[src/rtl/alu_pkg.sv]
// Shared ALU definitions: opcode encoding, default datapath width and the
// captured result/flag bundle layout.
package alu_pkg;

  localparam int ALU_N = 32;

  typedef enum logic [3:0] {
    OP_AND = 4'd0,
    OP_OR  = 4'd1,
    OP_XOR = 4'd2,
    OP_NOT = 4'd3,
    OP_ADD = 4'd4,
    OP_SUB = 4'd5,
    OP_SLT = 4'd6
  } alu_op_e;

  typedef struct packed {
    logic z;
    logic n;
    logic c;
    logic v;
    logic err;
  } alu_flags_t;

  // Bundle at the default width; width-generic users build the same layout locally.
  typedef struct packed {
    logic [ALU_N-1:0] result;
    alu_flags_t       flags;
  } alu_bundle_t;

endpackage

[src/rtl/alu_flag_gen.sv]
// Combinational result select and condition-flag generation for one ALU op.
module alu_flag_gen
  import alu_pkg::*;
#(
  parameter int N = ALU_N
) (
  input  logic [3:0]   op,
  input  logic [N-1:0] and_res,
  input  logic [N-1:0] or_res,
  input  logic [N-1:0] xor_res,
  input  logic [N-1:0] not_res,
  input  logic [N-1:0] add_res,
  input  logic [N-1:0] sub_res,
  input  logic         add_cout,
  input  logic         sub_bout,
  input  logic         a_msb,
  input  logic         b_msb,
  output logic [N-1:0] result,
  output alu_flags_t   flags
);

  logic v_add;
  logic v_sub;
  logic c_sel;
  logic v_sel;
  logic err;

  // Signed overflow: operands agree (add) / disagree (sub) in sign and the result flips it.
  assign v_add = (a_msb == b_msb) & (add_res[N-1] != a_msb);
  assign v_sub = (a_msb != b_msb) & (sub_res[N-1] != a_msb);

  always_comb begin
    result = '0;
    c_sel  = 1'b0;
    v_sel  = 1'b0;
    err    = 1'b0;
    case (op)
      OP_AND: result = and_res;
      OP_OR:  result = or_res;
      OP_XOR: result = xor_res;
      OP_NOT: result = not_res;
      OP_ADD: begin
        result = add_res;
        c_sel  = add_cout;
        v_sel  = v_add;
      end
      OP_SUB: begin
        result = sub_res;
        c_sel  = sub_bout;
        v_sel  = v_sub;
      end
      OP_SLT: result = {{(N-1){1'b0}}, sub_res[N-1] ^ v_sub};
      default: err = 1'b1;
    endcase
  end

  assign flags.z   = (result == '0);
  assign flags.n   = result[N-1];
  assign flags.c   = c_sel;
  assign flags.v   = v_sel;
  assign flags.err = err;

endmodule

[src/rtl/alu_result_stage.sv]
// Registered ALU output stage: main register plus one skid entry behind a
// valid/ready interface, with a wrapping completed-operation counter.
module alu_result_stage
  import alu_pkg::*;
#(
  parameter int N     = ALU_N,
  parameter int CNT_W = 16
) (
  input  logic             clk,
  input  logic             rst_n,
  input  logic             in_valid,
  output logic             in_ready,
  input  logic [3:0]       op,
  input  logic [N-1:0]     and_res,
  input  logic [N-1:0]     or_res,
  input  logic [N-1:0]     xor_res,
  input  logic [N-1:0]     not_res,
  input  logic [N-1:0]     add_res,
  input  logic [N-1:0]     sub_res,
  input  logic             add_cout,
  input  logic             sub_bout,
  input  logic             a_msb,
  input  logic             b_msb,
  output logic             out_valid,
  input  logic             out_ready,
  output logic [N-1:0]     result,
  output logic             flag_z,
  output logic             flag_n,
  output logic             flag_c,
  output logic             flag_v,
  output logic             flag_err,
  output logic [CNT_W-1:0] op_count
);

  typedef struct packed {
    logic [N-1:0] result;
    alu_flags_t   flags;
  } bundle_t;

  bundle_t          in_b;
  bundle_t          main_q;
  bundle_t          skid_q;
  logic             main_valid;
  logic             skid_valid;
  logic [CNT_W-1:0] cnt_q;
  logic             accept;
  logic             drain;

  alu_flag_gen #(.N(N)) u_flag_gen (
    .op       (op),
    .and_res  (and_res),
    .or_res   (or_res),
    .xor_res  (xor_res),
    .not_res  (not_res),
    .add_res  (add_res),
    .sub_res  (sub_res),
    .add_cout (add_cout),
    .sub_bout (sub_bout),
    .a_msb    (a_msb),
    .b_msb    (b_msb),
    .result   (in_b.result),
    .flags    (in_b.flags)
  );

  // Handshake: a transfer happens on any rising edge where valid & ready are both
  // high; a valid producer holds its bundle stable until that edge. in_ready is
  // purely registered (skid empty), so it never depends on out_ready.
  assign in_ready = ~skid_valid;
  assign accept   = in_valid & in_ready;
  assign drain    = main_valid & out_ready;

  always_ff @(posedge clk) begin
    if (!rst_n) begin
      main_valid <= 1'b0;
      skid_valid <= 1'b0;
      main_q     <= '0;
      skid_q     <= '0;
      cnt_q      <= '0;
    end else if (drain) begin
      cnt_q <= cnt_q + CNT_W'(1);
      // A full skid implies in_ready was low, so no accept can coincide here.
      if (skid_valid) begin
        main_q     <= skid_q;
        skid_valid <= 1'b0;
      end else if (accept) begin
        main_q <= in_b;
      end else begin
        main_valid <= 1'b0;
      end
    end else if (accept) begin
      if (!main_valid) begin
        main_q     <= in_b;
        main_valid <= 1'b1;
      end else begin
        skid_q     <= in_b;
        skid_valid <= 1'b1;
      end
    end
  end

  assign out_valid = main_valid;
  assign result    = main_q.result;
  assign flag_z    = main_q.flags.z;
  assign flag_n    = main_q.flags.n;
  assign flag_c    = main_q.flags.c;
  assign flag_v    = main_q.flags.v;
  assign flag_err  = main_q.flags.err;
  assign op_count  = cnt_q;

endmodule

[config.mk]
export PLATFORM = sky130hd
export DESIGN_NAME = alu_result_stage
export DESIGN_NICKNAME = d
export VERILOG_FILES = /design/src/rtl/alu_pkg.sv /design/src/rtl/alu_flag_gen.sv /design/src/rtl/alu_result_stage.sv
export SDC_FILE = /design/constraint.sdc
export NUM_CORES = 1
export LEC_CHECK = 0
export ABC_AREA = 0
export CELL_PAD_IN_SITES_DETAIL_PLACEMENT = 1
export CELL_PAD_IN_SITES_GLOBAL_PLACEMENT = 1
export CORE_MARGIN = 2
export CORE_UTILIZATION = 31
export DETAILED_ROUTE_END_ITERATION = 16
export GPL_ROUTABILITY_DRIVEN = 1
export PLACE_DENSITY = 0.84
export SLEW_MARGIN = 20
export SYNTH_ARGS = -nofsm -noshare
export SYNTH_HDL_FRONTEND = slang
export SYNTH_SLANG_ARGS = --single-unit
[constraint.sdc]
create_clock -name clk -period 7.15 [get_ports clk]
set_input_delay 1.43 -clock clk [delete_from_list [all_inputs] [get_ports clk]]
set_output_delay 1.43 -clock clk [all_outputs]
set_load 0.02 [all_outputs]
==> summary.md, run 1 <==
| Metric | Value |
|---|---|
| LEAKAGE | 2.947 nW |
| Post-synth top cells | nor2_1, dfxtp_1, nand2_1, clkbuf_1, o21ai_0 |
| Multi-input logic area | 3207 µm² |
| Cell area after synthesis | 5269 µm² |
| HP Class | reg -> reg |
| Hold Fails Final Rpt | 0 |
| Mapped Avg Cell Area | 8.376 µm² |
| Antenna violations before repair | 2 |
| Slew Limit Fails | 0 |
| Hold endpoint | flag_err |
| Sw Pwr | 0.0004201 W |
| Req. time, crit path | 7.42 ns |
| Logic gate share of total power | 26.7% |
| DRC viols | 0 |
| ANT nets after route | 0 |
| Clk pin slew, worst setup/hold paths | 0.07 ns |
| Flip-flop and latch area | 1802 µm² |
| Power per cell area | 177.1 nW/µm² |
| Register bit count reported by yosys | 90 |
| Highest clock rate | 226.5 MHz |
| Area Growth Syn to Fin | 57.47% |
| Skew final | 0.005899 ns |
| Clock group share of total power | 36.1% |
| Total negative slack | 0 ns |
| Setup crit start kind | input port |
| RSZ-0062 raised after global routing | no |
| Row cnt | 47 |
| CP endpoint kind | register |
| TritonCTS clock tree | built |
| Distinct cells, synth | 62 |
| Max Buffers Root-to-Sink | 2 |
| Routed WL | 22.94 mm |
| Sequential element share of the synthesized area | 34.20% |
| Final instance area | 8297 µm² |
| Port Buffers | 258 |
| Reg2reg start | out_valid |
| Skew-Pair Late Insertion Delay | 0.35 ns |
| Die area | 18060 µm² |
| DR WL/cell | 21.34 µm |
| Gr ovfl total | 0 |
| CTS Buf Count | 9 |
| Reg power frac | 37.2% |
| Final critical-path share of the clock period | 61.75% |
| Worst r2r dst | result[5] |
| Final Wtd Congestion | 0.8537 |
| Routed via count | 5981 |
| Initial DRC count | 390 |
| Resize count post-CTS | 0 |
| Slew @ Worst Pin | 1.039 ns |
| Asr flop ratio synth | 0% |
| Yosys top cell by area | dfxtp_1 |
| Crit Path Max Fanout | 23 |
| Ys Warns | 0 |
| Clock sink count | 90 |
| Hold Crit Start | flag_err |
| # Max-Cap Violations | 0 |
| Core footprint | 16580 µm² |
| Setup Viol. Count Final | 0 |
| Syn nets | 834 |
| Num ports | 259 |
| Hold path depth | 2 |
| Share of layout cells above drive strength 1 | 6.331% |
| CTS Hold Buffers Added | 0 |
| Largest net degree at the start of global routing | 87 |
| Hold WS | 0.4547 ns |
| Nets | 1053 |
| Starting Density | 31.77% |
| Reg2reg setup slack | 4.77 ns |
| Worst r2r path cells | 5 |
| Synth top area share | 34.20% |
| Most frequent cell after synthesis | nor2_1 |
| Number of flops mapped to enable cells by yosys | 0 |
| Vias in the first global route | 6221 |
| Filler cells | 1924 |
| Switching Share | 28.59% |
| Most used DFF post-synth | dfxtp_1 |
| Post-DP HPWL | 17.78 mm |
| CTS H-tree lvls | 3 |
| VDD IR-drop max | 0.1309 mV |
| # Post-CTS Setup Buffers | 0 |
| First-pass GRT wire length | 35.07 mm |
| Status | finished clean |
| Critical path type | in -> reg |
| Die Width | 134.4 µm |
| Cell area after placement | 7944 µm² |
| Critical path arrival | 4.68 ns |
| Clk root buf | clkbuf_16 |
| Mapped Cells | 629 |
| Total GRT Usage | 25.41% |
| DR vias/cell | 5.564 |
| Crit path time final | 4.415 ns |
| Largest cells by area after synthesis | dfxtp_1, nor2_1, mux2i_1 |
| Max_slew headroom | 30.60% |
| P_int | 0.001049 W |
| Drt pass-1 iters | 5 |
| Die H | 134.4 µm |
[logic make-up after synthesis]
| logic type | count (synthesis) | synth area share (%) |
|---|---|---|
| flops | 90 | 34.20 |
| compound gates | 168 | 23.56 |
| fa+ha+maj | 1 | 0.2374 |
| buf+inv | 66 | 5.509 |
| mux | 44 | 11.54 |
| xor+xnor | 12 | 1.995 |
| simple gates | 248 | 22.96 |
[how the worst max path moves through the flow]
| stage | endpoint | cells after the start | from |
|---|---|---|---|
| 2_1_floorplan | flag_z | 8 | op[1] |
| 4_1_cts | flag_z | 7 | op[3] |
| 5_1_grt | flag_z | 8 | op[2] |
| 3_5_place_dp | flag_z | 6 | op[2] |
| 6_report | flag_z | 8 | op[2] |
| 3_3_place_gp | flag_z | 6 | op[2] |
[state kept, by name (all words and copies together) (netlist names)]
| register | count |
|---|---|
| skid_q | 36 |
| out_valid | 1 |
| flag_err | 1 |
| flag_n | 1 |
| flag_c | 1 |
| result | 31 |
| flag_z | 1 |
| flag_v | 1 |
| op_count | 16 |
| skid_valid | 1 |
[final cells by class]
type / count / share of cell area (%)
Multi-Input combinational cell: 473 / 38.65
Inverter: 6 / 0.2715
Antenna cell: 2 / 0.06032
Tap cell: 220 / 3.318
Sequential cell: 90 / 21.72
Timing Repair Buffer: 268 / 31.99
Clock inverter: 7 / 1.282
Clock buffer: 9 / 2.715
[worst max-delay path, stage by stage]
cell and delay, ns:
clkdlybuf4s50_1 1.03, buf_4 0.39, or3_1 0.31, o22ai_1 0.11
a221o_1 0.32, nor4_1 0.53, nand4_1 0.25, o32ai_2 0.30
[stage by stage]
stage	cells	utilization, %	worst slack [ns]	total power [W]
floorplan	629	-	3.727	0.0007346
finish	1075	50.03	2.735	0.001469
global route	1075	50.03	2.526	0.001531
global placement	1056	47.90	2.545	0.0009408
CTS	1072	49.90	2.844	0.001482
detailed placement	1056	47.90	2.483	0.0009472
[metal layers]
metal	share of wire, %	global-route usage (%)
met5	0	0
met1	40	29.48
met4	2.5	8.538
met2	52	45.89
met3	5.9	5.858
[power groups by stage]
stage,Sequential (W),Combinational (W),Clock [W]
floorplan,0.000578,0.000157,0
global placement,0.000556,0.000385,0
detailed placement,0.000557,0.000390,0
CTS,0.000546,0.000392,0.000543
global route,0.000549,0.000421,0.000561
finish,0.000546,0.000393,0.000531
[layout by cell type, fill, tap and decap left out, types with 15 or more instances in the layout]
cell / Yosys / final
clkdlybuf4s50_1: 0 / 256
nor2_1: 97 / 96
dfxtp_1: 90 / 90
nand2_1: 49 / 49
o21ai_0: 33 / 33
nor3_1: 31 / 30
o211ai_1: 26 / 26
mux2i_1: 24 / 24
a211oi_1: 19 / 19
a221oi_1: 15 / 15
Power figures use the tool's default switching activity.
==> run 2: changes to the inputs <==
--- a/config.mk
+++ b/config.mk
@@ -9,10 +9,10 @@
 export CELL_PAD_IN_SITES_DETAIL_PLACEMENT = 1
 export CELL_PAD_IN_SITES_GLOBAL_PLACEMENT = 1
 export CORE_MARGIN = 2
-export CORE_UTILIZATION = 31
+export CORE_UTILIZATION = 29
 export DETAILED_ROUTE_END_ITERATION = 16
 export GPL_ROUTABILITY_DRIVEN = 1
-export PLACE_DENSITY = 0.84
+export PLACE_DENSITY = 0.8
 export SLEW_MARGIN = 20
 export SYNTH_ARGS = -nofsm -noshare
 export SYNTH_HDL_FRONTEND = slang
==> constraint.sdc (replaced) <==
create_clock -name clk -period 4.25 [get_ports clk]
set_input_delay 0.85 -clock clk [delete_from_list [all_inputs] [get_ports clk]]
set_output_delay 0.85 -clock clk [all_outputs]
set_load 0.02 [all_outputs]
==> run 2 against run 1 <==
Routed wire length shrank 0.85%. Register-to-register slack lost 2.8 ns. Clock skew shrank 0.00072 ns. Cell count grew 1.8%. Critical path depth is the same. Clock-buffer cell count grew 2. Critical path type unchanged. Largest cell class unchanged.
==> summary.md, run 2 (synthesis results as in run 1) <==
| Metric | Value |
|---|---|
| Status | finished clean |
| HP Class | reg -> reg |
| Resize count post-CTS | 0 (unchanged) |
| Worst setup margin | 0.7445 ns (-1.991 ns) |
| Hold WS | 0.4579 ns (+0.003152 ns) |
| # Post-CTS Setup Buffers | 0 (unchanged) |
| Clock sink count | 90 (unchanged) |
| Total negative slack | 0 ns (unchanged) |
| CP endpoint kind | register |
| Die H | 138.8 µm (+3.3%) |
| Met3 Usage GRT | 4.765% (-1.1 points) |
| Power per cell area | 284.0 nW/µm² (+60%) |
| Post-DP HPWL | 18.20 mm (+2.4%) |
| Hold Crit Start | skid_q[1] |
| Most frequent cells in the layout | clkdlybuf4s50_1, nor2_1, dfxtp_1 |
| Starting Density | 29.43% (-2.3 points) |
| DR WL/cell | 20.79 µm (-2.6%) |
| Commonest non-fill, non-tap cell in the layout | clkdlybuf4s50_1 |
| Total GRT Usage | 23.43% (-2.0 points) |
| Skew-Pair Late Insertion Delay | 0.35 ns (about the same) |
| Crit path time final | 3.506 ns |
| Antenna violations before repair | 0 (-2) |
| Reg2reg start | out_valid |
| Global route hottest layer | met2 |
| Core footprint | 17900 µm² (+8.0%) |
| Final critical-path share of the clock period | 82.48% |
| DRC viols | 0 (unchanged) |
| Gr ovfl total | 0 (unchanged) |
| ANT cells | 0 (-2) |
| Vias in the first global route | 6313 (+1.5%) |
| Slew Limit Fails | 0 (unchanged) |
| Max_slew headroom | 33.57% (+3.0 points) |
| Worst r2r path cells | 6 (+1) |
| Routed WL | 22.74 mm (-0.85%) |
| # Max-Cap Violations | 0 (unchanged) |
| Worst Setup SP | op[2] |
| Slew @ Worst Pin | 0.9823 ns (-0.05660 ns) |
| Share of layout cells above drive strength 1 | 7.630% (+1.3 points) |
| Reg power frac | 38.7% (+1.5 points) |
| Setup crit start kind | input port |
| Placement Setup Slack | 0.3817 ns (-2.101 ns) |
| CTS H-tree lvls | 3 (unchanged) |
| Sw Pwr | 0.0006942 W (+65%) |
| P_int | 0.001677 W (+60%) |
| RSZ-0062 raised after global routing | no |
| Die area | 19260 µm² (+6.7%) |
| Critical path type | in -> reg |
| Port Buffers | 258 (unchanged) |
| LEAKAGE | 2.979 nW (+1.1%) |
| CTS Buf Count | 9 (unchanged) |
| VDD IR-drop max | 0.1673 mV (+28%) |
| First-pass GRT wire length | 35.32 mm (+0.71%) |
| Clk pin slew, worst setup/hold paths | 0.07 ns (about the same) |
| Critical path arrival | 3.75 ns (-0.93 ns) |
| Logic gate share of total power | 28.1% (+1.4 points) |
| Hold Fails Final Rpt | 0 (unchanged) |
| CTS Hold Buffers Added | 0 (unchanged) |
| Setup Viol. Count Final | 0 (unchanged) |
| Die Width | 138.8 µm (+3.3%) |
| Crit Path Max Fanout | 25 (+8.7%) |
| Max Buffers Root-to-Sink | 2 (unchanged) |
| Clk root buf | clkbuf_16 |
| Largest net degree at the start of global routing | 51 (-41%) |
| Routed via count | 5955 (-0.43%) |
| Num ports | 259 (unchanged) |
| Final Wtd Congestion | 0.8282 (-3.0%) |
| Drt pass-1 iters | 7 (+2) |
| TritonCTS clock tree | built |
| Area Growth Syn to Fin | 58.47% |
| Met2 usage | 41.59% (-4.3 points) |
| Row cnt | 49 (+4.3%) |
| Nets | 1065 (+1.1%) |
| Highest clock rate | 285.3 MHz |
| ANT nets after route | 0 (unchanged) |
| Switching Share | 29.27% (+0.68 points) |
| DR vias/cell | 5.443 (-2.2%) |
| Skew final | 0.005178 ns (-0.0007207 ns) |
| Clock group share of total power | 33.3% (-2.8 points) |
| Top register by number of flip-flops | skid_q |
| Hold path depth | 2 (unchanged) |
| Max FFs per register | 36 (unchanged) |
| Initial DRC count | 347 (-11%) |
| Req. time, crit path | 4.50 ns (-2.92 ns) |
| GRT met1 Usage | 28.57% (-0.91 points) |
==> run 2: cell count changes in the layout (fill, tap and decap cells not counted), sizes merged <==
| cell | previous run | this run |
|---|---|---|
| clkbuf | 10 | 11 |
| clkinvlp | 0 | 2 |
| diode | 2 | 0 |
| inv | 10 | 7 |
| bufinv | 2 | 0 |
| buf | 11 | 24 |
| clkinv | 1 | 2 |
==> run 2: worst max-delay path: stages <==
cell	delay, ns
clkdlybuf4s50_1	0.71
buf_4	0.36
or3_1	0.34
o22ai_1	0.12
a221o_1	0.31
nor4_1	0.50
nand4_1	0.24
o31ai_1	0.31
==> run 2: area by class of cell <==
| type | instances | area, µm² |
|---|---|---|
| inverters | 6 | 22.52 |
| fillers | 2091 | 9553 |
| clock inverters | 5 | 37.54 |
| repair buffers | 280 | 2738 |
| flip-flops and latches | 90 | 1802 |
| clock buffers | 11 | 252.7 |
| well taps | 229 | 286.5 |
| multi-input cells | 473 | 3211 |
==> run 2: power by group through the flow <==
stage / clock, W / sequential [W] / combinational (W)
finish: 0.000789 / 0.000917 / 0.000666
global route: 0.000838 / 0.000924 / 0.000718
global placement: 0 / 0.000935 / 0.000661
CTS: 0.000799 / 0.000918 / 0.000669
detailed placement: 0 / 0.000937 / 0.000666
floorplan: 0 / 0.000972 / 0.000264
==> run 2: final timing paths <==
| check | endpoint | slack [ns] |
|---|---|---|
| worst max-delay path | skid_q[4] | 0.74 |
| worst min-delay path | skid_q[1] | 0.46 |
| worst max register to register | result[30] | 1.97 |
| worst min register to register | skid_q[1] | 0.46 |
==> run 2: layer usage <==
metal  share of wire, %  routed length, µm
met3                5.4               1221
met4                2.4                552
met2                 50              11360
met5                  0                  0
met1                 42               9610
==> run 2: metrics by stage <==
| step | std cells | cell area (µm²) | utilization, % | total power, W |
|---|---|---|---|---|
| after floorplan | 629 | 5269 | - | 0.001236 |
| after global placement | 1078 | 8059 | 45.02 | 0.001596 |
| after detailed placement | 1078 | 8059 | 45.02 | 0.001603 |
| after CTS | 1094 | 8349 | 46.64 | 0.002386 |
| after global routing | 1094 | 8349 | 46.64 | 0.002480 |
| final | 1094 | 8349 | 46.64 | 0.002371 |
